File: config.mk
export PLATFORM = sky130hd
export DESIGN_NAME = i2s_tx
export DESIGN_NICKNAME = d
export VERILOG_FILES = /design/src/rtl/i2s_pkg.sv /design/src/rtl/i2s_tx_bclk_gen.sv /design/src/rtl/i2s_tx.sv
export SDC_FILE = /design/constraint.sdc
export NUM_CORES = 1
export LEC_CHECK = 0
export CAP_MARGIN = 5
export CORE_MARGIN = 1
export CORE_UTILIZATION = 25
export DETAILED_ROUTE_END_ITERATION = 7
export PLACE_DENSITY = 0.39
export SLEW_MARGIN = 30
export SYNTH_ARGS = -nofsm -noshare
export SYNTH_HDL_FRONTEND = slang
export SYNTH_SLANG_ARGS = --single-unit
export TNS_END_PERCENT = 50
File: constraint.sdc
create_clock -name i_clk -period 2.9 [get_ports i_clk]
set_input_delay 0.58 -clock i_clk [delete_from_list [all_inputs] [get_ports i_clk]]
set_output_delay 0.58 -clock i_clk [all_outputs]
set_load 0.005 [all_outputs]
File: src/rtl/i2s_pkg.sv
// ----------------------------------------------------------------------------
// i2s_pkg
// Shared constants and types for the I2S master transmitter.
//   LRCLK_LEFT / LRCLK_RIGHT : word-select levels
//   SAMPLE_W_DEF, SLOT_W_DEF, BCLK_DIV_DEF : default geometry
//   frame_pos_t              : bclk position within a frame (default geometry)
//   frame_clks()             : frame length in clk cycles
// ----------------------------------------------------------------------------
package i2s_pkg;

    localparam logic LRCLK_LEFT  = 1'b0;
    localparam logic LRCLK_RIGHT = 1'b1;

    localparam int unsigned SAMPLE_W_DEF = 24;
    localparam int unsigned SLOT_W_DEF   = 32;
    localparam int unsigned BCLK_DIV_DEF = 8;

    localparam int unsigned FRAME_POS_W = $clog2(2 * SLOT_W_DEF);
    typedef logic [FRAME_POS_W-1:0] frame_pos_t;

    // Two slots of slot_w bclk periods, each bclk period being 2*bclk_div clks.
    function automatic int unsigned frame_clks(input int unsigned slot_w,
                                               input int unsigned bclk_div);
        return 4 * slot_w * bclk_div;
    endfunction

endpackage

File: src/rtl/i2s_tx_bclk_gen.sv
// ----------------------------------------------------------------------------
// i2s_tx_bclk_gen
// Bit-clock divider and frame-position tracker for the I2S transmitter.
// Ports:
//   i_clk          system clock
//   i_reset        synchronous active-high reset
//   o_bclk         registered bit clock
//   o_lrclk        registered word select (decoded from the new position)
//   o_fall         high in the cycle whose clk edge makes bclk fall
//   o_frame_start  high in the cycle whose clk edge moves position to 0
// ----------------------------------------------------------------------------
module i2s_tx_bclk_gen
    import i2s_pkg::*;
#(
    parameter int unsigned SLOT_W   = SLOT_W_DEF,
    parameter int unsigned BCLK_DIV = BCLK_DIV_DEF
) (
    input  logic i_clk,
    input  logic i_reset,
    output logic o_bclk,
    output logic o_lrclk,
    output logic o_fall,
    output logic o_frame_start
);

    localparam int unsigned DIV_W = $clog2(BCLK_DIV);
    localparam int unsigned POS_W = $clog2(2 * SLOT_W);

    localparam logic [DIV_W-1:0] DIV_LAST = DIV_W'(BCLK_DIV - 1);
    localparam logic [POS_W-1:0] POS_LAST = POS_W'(2 * SLOT_W - 1);
    localparam logic [POS_W-1:0] LR_FIRST = POS_W'(SLOT_W - 1);
    localparam logic [POS_W-1:0] LR_LAST  = POS_W'(2 * SLOT_W - 2);

    generate
        if (BCLK_DIV < 2) begin : g_bad_div
            $error("i2s_tx_bclk_gen: BCLK_DIV must be >= 2");
        end
    endgenerate

    logic [DIV_W-1:0] r_div_cnt;
    logic             r_bclk;
    logic [POS_W-1:0] r_pos;
    logic             r_lrclk;

    logic [DIV_W-1:0] w_div_cnt_nxt;
    logic             w_bclk_nxt;
    logic [POS_W-1:0] w_pos_nxt;
    logic             w_lrclk_nxt;
    logic             w_div_wrap;
    logic             w_fall;

    always_ff @(posedge i_clk) begin
        if (i_reset) begin
            r_div_cnt <= '0;
            r_bclk    <= 1'b0;
            r_pos     <= POS_LAST;
            r_lrclk   <= LRCLK_LEFT;
        end else begin
            r_div_cnt <= w_div_cnt_nxt;
            r_bclk    <= w_bclk_nxt;
            r_pos     <= w_pos_nxt;
            r_lrclk   <= w_lrclk_nxt;
        end
    end

    always_comb begin
        w_div_wrap    = (r_div_cnt == DIV_LAST);
        w_fall        = w_div_wrap && r_bclk;
        w_div_cnt_nxt = w_div_wrap ? '0 : r_div_cnt + 1'b1;
        w_bclk_nxt    = w_div_wrap ? ~r_bclk : r_bclk;
        w_pos_nxt     = r_pos;
        if (w_fall) begin
            w_pos_nxt = (r_pos == POS_LAST) ? '0 : r_pos + 1'b1;
        end
        // Word select switches one bclk ahead of the slot MSB.
        w_lrclk_nxt = ((w_pos_nxt >= LR_FIRST) && (w_pos_nxt <= LR_LAST)) ? LRCLK_RIGHT
                                                                           : LRCLK_LEFT;
    end

    assign o_bclk        = r_bclk;
    assign o_lrclk       = r_lrclk;
    assign o_fall        = w_fall;
    assign o_frame_start = w_fall && (r_pos == POS_LAST);

endmodule

File: src/rtl/i2s_tx.sv
// ----------------------------------------------------------------------------
// i2s_tx
// I2S (Philips format) master transmitter with a one-deep sample buffer.
// Ports:
//   i_clk       system clock
//   i_reset     synchronous active-high reset
//   i_left      left sample (two's complement, SAMPLE_W bits)
//   i_right     right sample
//   i_valid     sample pair valid
//   o_ready     holding buffer empty (0 while in reset)
//   o_bclk      bit clock
//   o_lrclk     word select, 0 = left, 1 = right
//   o_sdata     serial data, MSB first, changes on bclk fall
//   o_underrun  one-cycle pulse when a frame starts with an empty buffer
// ----------------------------------------------------------------------------
module i2s_tx
    import i2s_pkg::*;
#(
    parameter int unsigned SAMPLE_W = SAMPLE_W_DEF,
    parameter int unsigned SLOT_W   = SLOT_W_DEF,
    parameter int unsigned BCLK_DIV = BCLK_DIV_DEF
) (
    input  logic                i_clk,
    input  logic                i_reset,
    input  logic [SAMPLE_W-1:0] i_left,
    input  logic [SAMPLE_W-1:0] i_right,
    input  logic                i_valid,
    output logic                o_ready,
    output logic                o_bclk,
    output logic                o_lrclk,
    output logic                o_sdata,
    output logic                o_underrun
);

    localparam int unsigned FRAME_W = 2 * SLOT_W;
    localparam int unsigned PAD_W   = SLOT_W - SAMPLE_W;

    generate
        if (SAMPLE_W > SLOT_W) begin : g_bad_width
            $error("i2s_tx: SAMPLE_W must not exceed SLOT_W");
        end
    endgenerate

    logic w_fall;
    logic w_frame_start;

    i2s_tx_bclk_gen #(
        .SLOT_W   (SLOT_W),
        .BCLK_DIV (BCLK_DIV)
    ) u_bclk_gen (
        .i_clk         (i_clk),
        .i_reset       (i_reset),
        .o_bclk        (o_bclk),
        .o_lrclk       (o_lrclk),
        .o_fall        (w_fall),
        .o_frame_start (w_frame_start)
    );

    logic [SAMPLE_W-1:0] r_hold_left;
    logic [SAMPLE_W-1:0] r_hold_right;
    logic                r_hold_full;
    logic                r_ready;
    logic [FRAME_W-1:0]  r_shift;
    logic                r_sdata;
    logic                r_underrun;

    logic                w_xfer;
    logic                w_hold_full_nxt;
    logic [FRAME_W-1:0]  w_hold_frame;
    logic [FRAME_W-1:0]  w_load_frame;
    logic [FRAME_W-1:0]  w_shift_nxt;
    logic                w_sdata_nxt;
    logic                w_underrun_nxt;

    always_ff @(posedge i_clk) begin
        if (i_reset) begin
            r_hold_full <= 1'b0;
            r_ready     <= 1'b0;
            r_shift     <= '0;
            r_sdata     <= 1'b0;
            r_underrun  <= 1'b0;
        end else begin
            r_hold_full <= w_hold_full_nxt;
            r_ready     <= !w_hold_full_nxt;
            r_shift     <= w_shift_nxt;
            r_sdata     <= w_sdata_nxt;
            r_underrun  <= w_underrun_nxt;
        end
    end

    // Data registers need no reset: they are only observed while r_hold_full is set.
    always_ff @(posedge i_clk) begin
        if (w_xfer) begin
            r_hold_left  <= i_left;
            r_hold_right <= i_right;
        end
    end

    always_comb begin
        w_xfer = i_valid && r_ready;

        // A transfer can only happen while the buffer is empty, so it never races
        // a buffer-draining load; it may coincide with an empty (underrun) load.
        w_hold_full_nxt = r_hold_full;
        if (w_xfer) begin
            w_hold_full_nxt = 1'b1;
        end else if (w_frame_start) begin
            w_hold_full_nxt = 1'b0;
        end

        // Frame image: left slot then right slot, each sample MSB-aligned and zero padded.
        w_hold_frame = (FRAME_W'(r_hold_left) << (FRAME_W - SAMPLE_W))
                     | (FRAME_W'(r_hold_right) << PAD_W);
        w_load_frame = r_hold_full ? w_hold_frame : '0;

        w_shift_nxt    = r_shift;
        w_sdata_nxt    = r_sdata;
        w_underrun_nxt = 1'b0;
        if (w_frame_start) begin
            w_sdata_nxt    = w_load_frame[FRAME_W-1];
            w_shift_nxt    = w_load_frame << 1;
            w_underrun_nxt = !r_hold_full;
        end else if (w_fall) begin
            w_sdata_nxt = r_shift[FRAME_W-1];
            w_shift_nxt = r_shift << 1;
        end
    end

    assign o_ready    = r_ready;
    assign o_sdata    = r_sdata;
    assign o_underrun = r_underrun;

endmodule

==> After elaboration in Yosys (flattened, before gate mapping) <==
Cells that the tools add are included.
W data, S select, Z words.
{ "totals": {"word_cells": 39, "rom_bits": 0, "mem_bits_rw": 0, "output_inout_bits": 5, "in_bits": 51, "register_bits": 126, "mem_count": 0, "latch_bits": 0} }
{ "op_classes": {"add_sub_neg": 2, "n_mul": 0, "n_div": 0, "bitwise": 3, "n_lt_le_gt_ge": 2, "shifts": 0, "muxes": 10, "reduce_logical": 9, "eq_ne": 2} }
{ "ops": {"columns": ["operator", "count"], "rows": [
  ["$mux W64", 3],
  ["$or A64 B32 Y64", 1],
  ["$mux W6", 2],
  ["$add A6 B1 Y6 const B", 1],
  ["$eq A6 B6 Y1 const B", 1],
  ["$ge A6 B5 Y1 const B", 1],
  ["$le A6 B6 Y1 const B", 1],
  ["$mux W1", 5],
  ["$logic_and A1 B1 Y1", 4],
  ["$reduce_or A2 Y1", 2],
  ["$add A3 B1 Y3 const B", 1],
  ["$eq A3 B3 Y1 const B", 1],
  ["$logic_not A1 Y1", 2],
  ["$not A1 Y1", 2],
  ["$reduce_bool A2 Y1", 1]
]} }

==> Logic depth before layout (Yosys ltp) <==
{ "depth": {"ltp_word": 6, "mapped_depth": 9, "depth_no_buf": 7} }

==> By module <==
A second synthesis with hierarchy kept.
{ "unflattened": {"cells_unflattened": 360, "area_unflattened_um2": 4722.0} }
{ "by_module_without_submodules": {"columns": ["module", "n_inst", "cells_each", "area_per_inst_um2", "seq_area_each_um2"], "rows": [
  ["i2s_tx", 1, 303, 4155.2, 2622.5],
  ["i2s_tx_bclk_gen", 1, 57, 566.8, 220.2]
]} }

==> Least setup slack after synthesis <==
OpenSTA, ideal clock, no wires.
{ "synth_path": {"path_kind": "input to register", "from": "in i_valid", "to": "reg r_ready (netlist: o_ready)", "setup_slack_ns": 0.743, "arrival_time_ns": 2.036, "setup_time_ns": 0.121, "required_time_ns": 2.779, "cell_stages": 3, "n_path_buf": 0, "path_cell_list": "and2_1 a21oi_1 nor2b_1"} }
{ "synth_via": {"elab_chain_cells": 3} }
{ "synth_lines": {"columns": ["item", "line", "rtl"], "rows": [
  ["start, declared", "i2s_tx.sv:27", "input logic i_valid,"],
  ["$logic_and A1 B1 Y1", "i2s_tx.sv:100", "w_xfer = i_valid && r_ready;"],
  ["$mux W1", "i2s_tx.sv:105", "if (w_xfer) begin"],
  ["$logic_not A1 Y1", "i2s_tx.sv:84", "r_ready <= !w_hold_full_nxt;"],
  ["end signal, assigned", "i2s_tx.sv:84", null],
  ["end, declared", "i2s_tx.sv:62", "logic r_ready;"]
]} }
No other way between the ends.
A chain may end at the register's enable or synchronous reset.

==> Worst setup path in the final report <==
{ "layout_path": {"from": "reg u_bclk_gen.r_div_cnt[0]", "to": "reg u_bclk_gen.r_lrclk (netlist: u_bclk_gen.o_lrclk)"} }
{ "layout_via": {"elab_chain_cells": 6, "word_cells_on_any_way": 7, "classes_between": "order compare (2); eq/ne (1); mux (2); reduce/logical (2)"} }
{ "layout_lines": {"columns": ["item", "line", "rtl"], "rows": [
  ["start, declared", "i2s_tx_bclk_gen.sv:40", "logic [DIV_W-1:0] r_div_cnt;"],
  ["start signal, assigned", "i2s_tx_bclk_gen.sv:59", "r_div_cnt <= w_div_cnt_nxt;"],
  ["$eq A3 B3 Y1 (*)", "i2s_tx_bclk_gen.sv:67", "w_div_wrap = (r_div_cnt == DIV_LAST);"],
  ["$logic_and A1 B1 Y1 (*)", "i2s_tx_bclk_gen.sv:68", "w_fall = w_div_wrap && r_bclk;"],
  ["$mux W6 (*)", "i2s_tx_bclk_gen.sv:72", "if (w_fall) begin"],
  ["$ge A6 B5 Y1 or $le A6 B6 Y1 (tied branches)", "i2s_tx_bclk_gen.sv:76", "w_lrclk_nxt = ((w_pos_nxt >= LR_FIRST) && (w_pos_nxt <= LR_LAST)) ? LRCLK_RIGHT"],
  ["$logic_and A1 B1 Y1 (*)", "i2s_tx_bclk_gen.sv:76", null],
  ["$mux W1 (*)", "i2s_tx_bclk_gen.sv:76", null],
  ["end signal, assigned", "i2s_tx_bclk_gen.sv:62", "r_lrclk <= w_lrclk_nxt;"],
  ["end, declared", "i2s_tx_bclk_gen.sv:43", "logic r_lrclk;"]
]} }
Every way passes the cells marked *; elsewhere a longest branch is shown, timed or not.

==> impl_table.tex <==
\begin{tabular}{lr}
\hline
Metric & Value \\
\hline
\multicolumn{2}{l}{\textbf{Status}} \\
\quad Status & finished, final reports clean \\
\multicolumn{2}{l}{\textbf{Timing}} \\
\quad Final sum of negative setup slack & 0 ns \\
\quad Clock skew after layout & 0.00643 ns \\
\quad Final period utilization & 0.771 \\
\quad Setup repair after global routing missed its margin & false \\
\quad Count of final setup violators & 0 \\
\quad Slew HR & 0.579 \\
\quad Highest attainable clock frequency & 0.447 GHz \\
\quad Transition time of the tightest slew-check pin & 0.629 ns \\
\quad Time the worst path needs with I/O delays and setup & 2.24 ns \\
\quad Number of slew-limit violations in the final report & 0 \\
\quad Number of hold violations in the final report & 0 \\
\multicolumn{2}{l}{\textbf{Pwr}} \\
\quad Pwr dens & 721 nW/um\^{}2 \\
\quad Leak & 2.06 nW \\
\quad Worst vdd ir & 0.000418 V \\
\multicolumn{2}{l}{\textbf{Route}} \\
\quad Metal-1 WL & 4350 microns \\
\quad Met3 WL & 417 microns \\
\quad Met2 Routed Length & 3760 microns \\
\quad Top metal layer carrying routed signals & met4 \\
\quad DRC violation total after the first TritonRoute iteration & 252 \\
\quad Via count normalized by instance count & 4.52 \\
\quad Routed WL & 8700 microns \\
\quad Total via count in the routed design & 2913 \\
\quad First-pass DRT Iterations & 7 \\
\quad Number of routed nets with antenna violations & 0 \\
\quad DRC & 0 \\
\quad Detail-routed net length per standard cell & 13.5 microns \\
\multicolumn{2}{l}{\textbf{Layout}} \\
\quad Final non-filler cell area & 5660 sq um \\
\quad Fin nets & 466 \\
\quad Layout cells sized above 1 & 0.108 \\
\quad Layout-stage area growth over the synthesis result & 31.8\% \\
\quad Number of diodes added for antenna fixing & 0 \\
\multicolumn{2}{l}{\textbf{Setup path}} \\
\quad Element type at the critical path end & register \\
\quad Worst stage delay on the critical path & 0.36 ns \\
\quad Buffers and inverters on the worst path & 1 \\
\quad Type of the worst setup path & reg2reg \\
\quad Data arrival time of the worst path & 2.58 ns \\
\quad Crit path required time & 3.24 ns \\
\quad Critical path, cell by cell & ha\_1 -> ha\_1 -> and2\_2 -> buf\_4 -> nand4\_1 -> xor2\_1 -> nor4\_1 -> mux2i\_1 \\
\quad Critical path fanouts, max & 26 \\
\quad Library cell contributing the largest single delay on the critical path & sky130\_fd\_sc\_hd\_\_nor4\_1 \\
\quad Worst path most repeated cell & sky130\_fd\_sc\_hd\_\_ha\_1 \\
\quad Cell family with most CP delay & simple AND/OR/NAND/NOR gates \\
\quad Sort of element at the start of the critical path & register \\
\multicolumn{2}{l}{\textbf{Floorplanning}} \\
\quad Die footprint & 17700 sq um \\
\quad Floorplan die width & 133 microns \\
\quad Die span in y & 133 microns \\
\quad Count of standard-cell rows & 47 \\
\quad Std-Cell Core Area & 16700 sq um \\
\quad Starting density of the core & 0.257 \\
\quad \# IOs & 56 \\
\multicolumn{2}{l}{\textbf{GRT}} \\
\quad Leftover overflow at the end of global routing & 0 \\
\quad Number of antenna violations at the first check in global routing & 0 \\
\quad Largest net degree at the start of global routing & 50 \\
\quad Total GRT Usage & 0.105 \\
\quad Number of global-route vias before repair & 2733 \\
\quad Global-route wire length before repair & 13900 microns \\
\multicolumn{2}{l}{\textbf{Yosys}} \\
\quad Top cells by area, synth & sky130\_fd\_sc\_hd\_\_edfxtp\_1 34\%, sky130\_fd\_sc\_hd\_\_dfxtp\_1 33\%, sky130\_fd\_sc\_hd\_\_a222oi\_1 5.8\%, sky130\_fd\_sc\_hd\_\_a311oi\_1 4.5\%, sky130\_fd\_sc\_hd\_\_nand3\_1 3.6\% \\
\quad Count of distinct cell types in the synthesized netlist & 36 \\
\quad Yosys top cell area share & 0.336 \\
\quad Avg Cell Area, Syn & 12.0 sq um \\
\quad Number of cells produced by synthesis & 358 \\
\quad Leading post-synthesis cells by instance count & 70 x sky130\_fd\_sc\_hd\_\_dfxtp\_1, 48 x sky130\_fd\_sc\_hd\_\_edfxtp\_1, 34 x sky130\_fd\_sc\_hd\_\_nand2\_1, 31 x sky130\_fd\_sc\_hd\_\_nand3\_1, 28 x sky130\_fd\_sc\_hd\_\_nor2\_1 \\
\quad Most frequently used cell type in the post-synthesis netlist & sky130\_fd\_sc\_hd\_\_dfxtp\_1 \\
\quad Post-Synthesis Cell Area & 4290 sq um \\
\quad Number of enable-type register cells in the synthesized netlist & 48 \\
\quad Post-synthesis sequential element count & 118 \\
\quad Share of synthesized registers carrying an async set or reset & 0 \\
\quad Net Count, Synth & 412 \\
\quad Cell taking the most area after synthesis & sky130\_fd\_sc\_hd\_\_edfxtp\_1 \\
\quad Share of the yosys chip area belonging to registers & 0.662 \\
\quad Dominant synthesized flop cell & sky130\_fd\_sc\_hd\_\_dfxtp\_1 \\
\quad Synthesis Warnings & 0 \\
\multicolumn{2}{l}{\textbf{Clocking}} \\
\quad \# resized after CTS & 0 \\
\quad CTS buffer count & 17 \\
\quad Number of H-tree levels & 4 \\
\quad Cts-stage hold buffer count & 0 \\
\quad Insertion delay to the later sink of the worst-skew pair & 0.41 ns \\
\quad Clock tree root buffer cell & sky130\_fd\_sc\_hd\_\_clkbuf\_16 \\
\quad Largest buffer count on any clock path & 2 \\
\quad Clock-pin slew of the registers on the worst-case setup and hold paths & 0.05 ns \\
\quad Post-CTS Setup Repair Bufs & 0 \\
\quad TritonCTS clock tree & yes \\
\quad Number of sinks handled by clock tree synthesis & 118 \\
\multicolumn{2}{l}{\textbf{Worst hold path}} \\
\quad HP Class & reg2reg \\
\multicolumn{2}{l}{\textbf{Placed design}} \\
\quad Routability Congestion & 0.659 \\
\quad Detailed placement HPWL & 5180 microns \\
\quad Buffers added on ports & 55 \\
\quad Post-place instance area & 5040 sq um \\
\multicolumn{2}{l}{\textbf{Job}} \\
\quad Max-cap viol count & 0 \\
\hline
\end{tabular}
## power breakdown
part           internal, mW  switching, mW  total [mW]
Combinational        0.0769         0.0595       0.136
Sequential             1.77         0.0110        1.78
Clock                  1.43          0.736        2.16
## cells in the final DEF, fill, tap and decap left out, types with 3 or more instances in the layout
| cell type | instances |
|---|---|
| sky130_fd_sc_hd__bufinv_16 | 4 |
| sky130_fd_sc_hd__a21oi_1 | 10 |
| sky130_fd_sc_hd__clkinvlp_4 | 3 |
| sky130_fd_sc_hd__clkbuf_16 | 17 |
| sky130_fd_sc_hd__clkinv_2 | 4 |
| sky130_fd_sc_hd__nand2b_1 | 4 |
| sky130_fd_sc_hd__nand2_1 | 34 |
| sky130_fd_sc_hd__nor3b_1 | 3 |
| sky130_fd_sc_hd__a222oi_1 | 25 |
| sky130_fd_sc_hd__xor2_1 | 3 |
| sky130_fd_sc_hd__inv_1 | 25 |
| sky130_fd_sc_hd__ha_1 | 3 |
| sky130_fd_sc_hd__buf_4 | 7 |
| sky130_fd_sc_hd__nand3_1 | 31 |
| sky130_fd_sc_hd__edfxtp_1 | 48 |
| sky130_fd_sc_hd__a311oi_1 | 22 |
| sky130_fd_sc_hd__dfxtp_1 | 70 |
| sky130_fd_sc_hd__clkdlybuf4s50_1 | 54 |
| sky130_fd_sc_hd__nor2_1 | 27 |
## cell type report
| type | instances | area, sq um |
|---|---|---|
| Multi-Input combinational cell | 187 | 1210 |
| Timing Repair Buffer | 63 | 618 |
| Tap cell | 220 | 275 |
| Inverter | 25 | 93.8 |
| Clock inverter | 14 | 184 |
| Sequential cell | 118 | 2840 |
| Clock buffer | 18 | 429 |
| Fill cell | 1705 | 11000 |
## flip-flops by register name, summed over array words and instances (netlist names)
name / count
r_hold_right: 24
u_bclk_gen.o_lrclk: 1
o_ready: 1
o_sdata: 1
o_underrun: 1
r_shift: 55
u_bclk_gen.r_pos: 6
u_bclk_gen.r_div_cnt: 3
u_bclk_gen.o_bclk: 1
r_hold_left: 24
r_hold_full: 1
## worst paths after layout
check	from	end	slack, ns	depth (start not counted)
setup reg to reg	u_bclk_gen.r_div_cnt[0]	u_bclk_gen.o_lrclk	0.66	8
setup / recovery	u_bclk_gen.r_div_cnt[0]	u_bclk_gen.o_lrclk	0.66	8
hold / removal	u_bclk_gen.r_div_cnt[0]	u_bclk_gen.r_div_cnt[0]	0.43	1
hold reg to reg	u_bclk_gen.r_div_cnt[0]	u_bclk_gen.r_div_cnt[0]	0.43	1
## per-stage QoR
stage	power, mW	util	instances	hold slack, ns	setup WS (ns)
6_report	4.08	0.339	645	0.425	0.663
5_1_grt	4.24	0.339	645	0.469	0.430
4_1_cts	4.15	0.339	645	0.431	0.604
3_5_place_dp	1.96	0.302	613	0.423	0.621
3_3_place_gp	1.95	0.302	613	0.410	0.684
2_1_floorplan	1.86	-	358	0.404	0.743
## metal layers
metal,vias up,track usage
met3,13,0.0379
met5,-,0
li1,1447,-
met2,74,0.148
met1,1379,0.138
met4,0,0.0556
## cells by family (layout without fill, tap and decap cells)
group           count (synthesis)  in the layout  share of synthesized area
fa+ha+maj                       3              3                    0.00875
compound gates                 63             63                      0.127
mux                             1              1                    0.00233
buf+inv                        53            120                     0.0569
simple gates                  116            116                      0.135
xor+xnor                        4              4                    0.00816
flops                         118            118                      0.662
(Power assumes the default switching activity.)
==> patch, RTL diff (config.mk and constraints unchanged) <==
`SLOT_W_DEF`: 32 -> 64.
--- a/src/rtl/i2s_pkg.sv
+++ b/src/rtl/i2s_pkg.sv
@@ -12,7 +12,7 @@
     localparam logic LRCLK_RIGHT = 1'b1;
 
     localparam int unsigned SAMPLE_W_DEF = 24;
-    localparam int unsigned SLOT_W_DEF   = 32;
+    localparam int unsigned SLOT_W_DEF   = 64;
     localparam int unsigned BCLK_DIV_DEF = 8;
 
     localparam int unsigned FRAME_POS_W = $clog2(2 * SLOT_W_DEF);
Check against the original RTL: no difference found for any inputs over 10 cycles, from zero or initial values and one cycle with i_reset high; that may be too few to reach the edited logic, so the function may still have changed.
==> patch against the unedited design <==
  * The run now ends with design-rule violations left
  * Setup slack better by 160 ps
  * Sequential cell count up 33
  * Power up 12%
  * Routed wire length up 27%
  * Synthesized area up 31%
  * Critical path depth down 1
  * Cell area up 24%
  * Synthesized cell count up 36%
  * Critical endpoint is now o_ready
  * Largest cell class unchanged
  * Largest power group is now registers
==> patch: results (changes against the unedited design) <==
Critical path:
- The depth of the worst register-to-register path came to 7 (-1).
- The maximum fanout count along the critical path is 51 (+96%).
- The endpoint of the worst register-to-register path is o_ready.

Logic synthesis:
- The number of distinct library cells after synthesis came to 42 (+17%).
- The commonest cells after synthesis are 103 x dfxtp_1, 54 x nand2_1, 51 x nor2_1.
- The adder and majority cell fraction of the synthesized area is 0.00668 (-0.00206).
- The synthesized-area fraction occupied by ao, oa, aoi and oai cells is 0.156 (+0.0291).
- The average cell area after synthesis is 11.6 um^2 (-3.6%).

Place:
- The post-place instance area is 6390 um^2 (+27%).
- The worst slack at placement was 738 ps (+116 ps).
- The placed wire-length estimate is 6.76 mm (+31%).

Global routing:
- The met3 layer usage reported by global route is 0.0337 (-0.00427).
- The wire length of the first global-routing pass is 18.7 mm (+34%).
- The total global routing track utilization was 0.101 (-0.00375).
- The global routing met1 resource utilization is 0.137 (-0.00106).

Outcome:
- The flow ran to the end, but the final reports show violations.
- The final reports fail on design-rule violations.

Detailed routing:
- The residual DRC count is 2 (+2).
- The detailed-routing wirelength on met1 was 5.58 mm (+28%).
- The met2 layer wire length in the routed design was 4.84 mm (+29%).
- The DRC violation total after the first TritonRoute iteration is 222 (-12%).

Power:
- The cell leakage power was 2.24 nW (+9.2%).
- The power spent charging and discharging nets came to 0.935 mW (+16%).

Cells and area:
- The share of post-route cells with drive strength above 1 was 0.130 (+0.0214).
- The largest registers in the layout are r_shift x87, r_hold_left x24, r_hold_right x24.

Timing:
- The relative slew slack was 0.585 (+0.00508).
- The worst clock skew came to 8.20 ps (+1.77 ps).
[patch: cell count changes after synthesis, sizes merged, moves of 8 or more]
cell	unedited run	this run
a311oi	22	48
clkbuf	14	22
nor2	28	51
inv	25	0
a22o	2	40
a222oi	25	0
buf	14	24
dfxtp	70	103
nand3	32	49
nand2	34	54
[patch: worst max path at each step]
stage                                  from       to  slack, ps  depth (start not counted)
finish              u_bclk_gen.r_div_cnt[0]  o_ready        830                          7
global route        u_bclk_gen.r_div_cnt[0]  o_ready        610                          7
CTS                 u_bclk_gen.r_div_cnt[0]  o_ready        810                          7
detailed placement                  i_valid  o_ready        740                          5
global placement                    i_valid  o_ready        800                          5
floorplan                           i_valid  o_ready        740                          3
[patch: final cells by class]
type                    instances  area (um^2)
clock inverters                 8         55.1
repair buffers                 68          668
well taps                     280          350
clock buffers                  24          546
flip-flops and latches        151         3500
multi-input cells             289         1870
fillers                      2179        15000
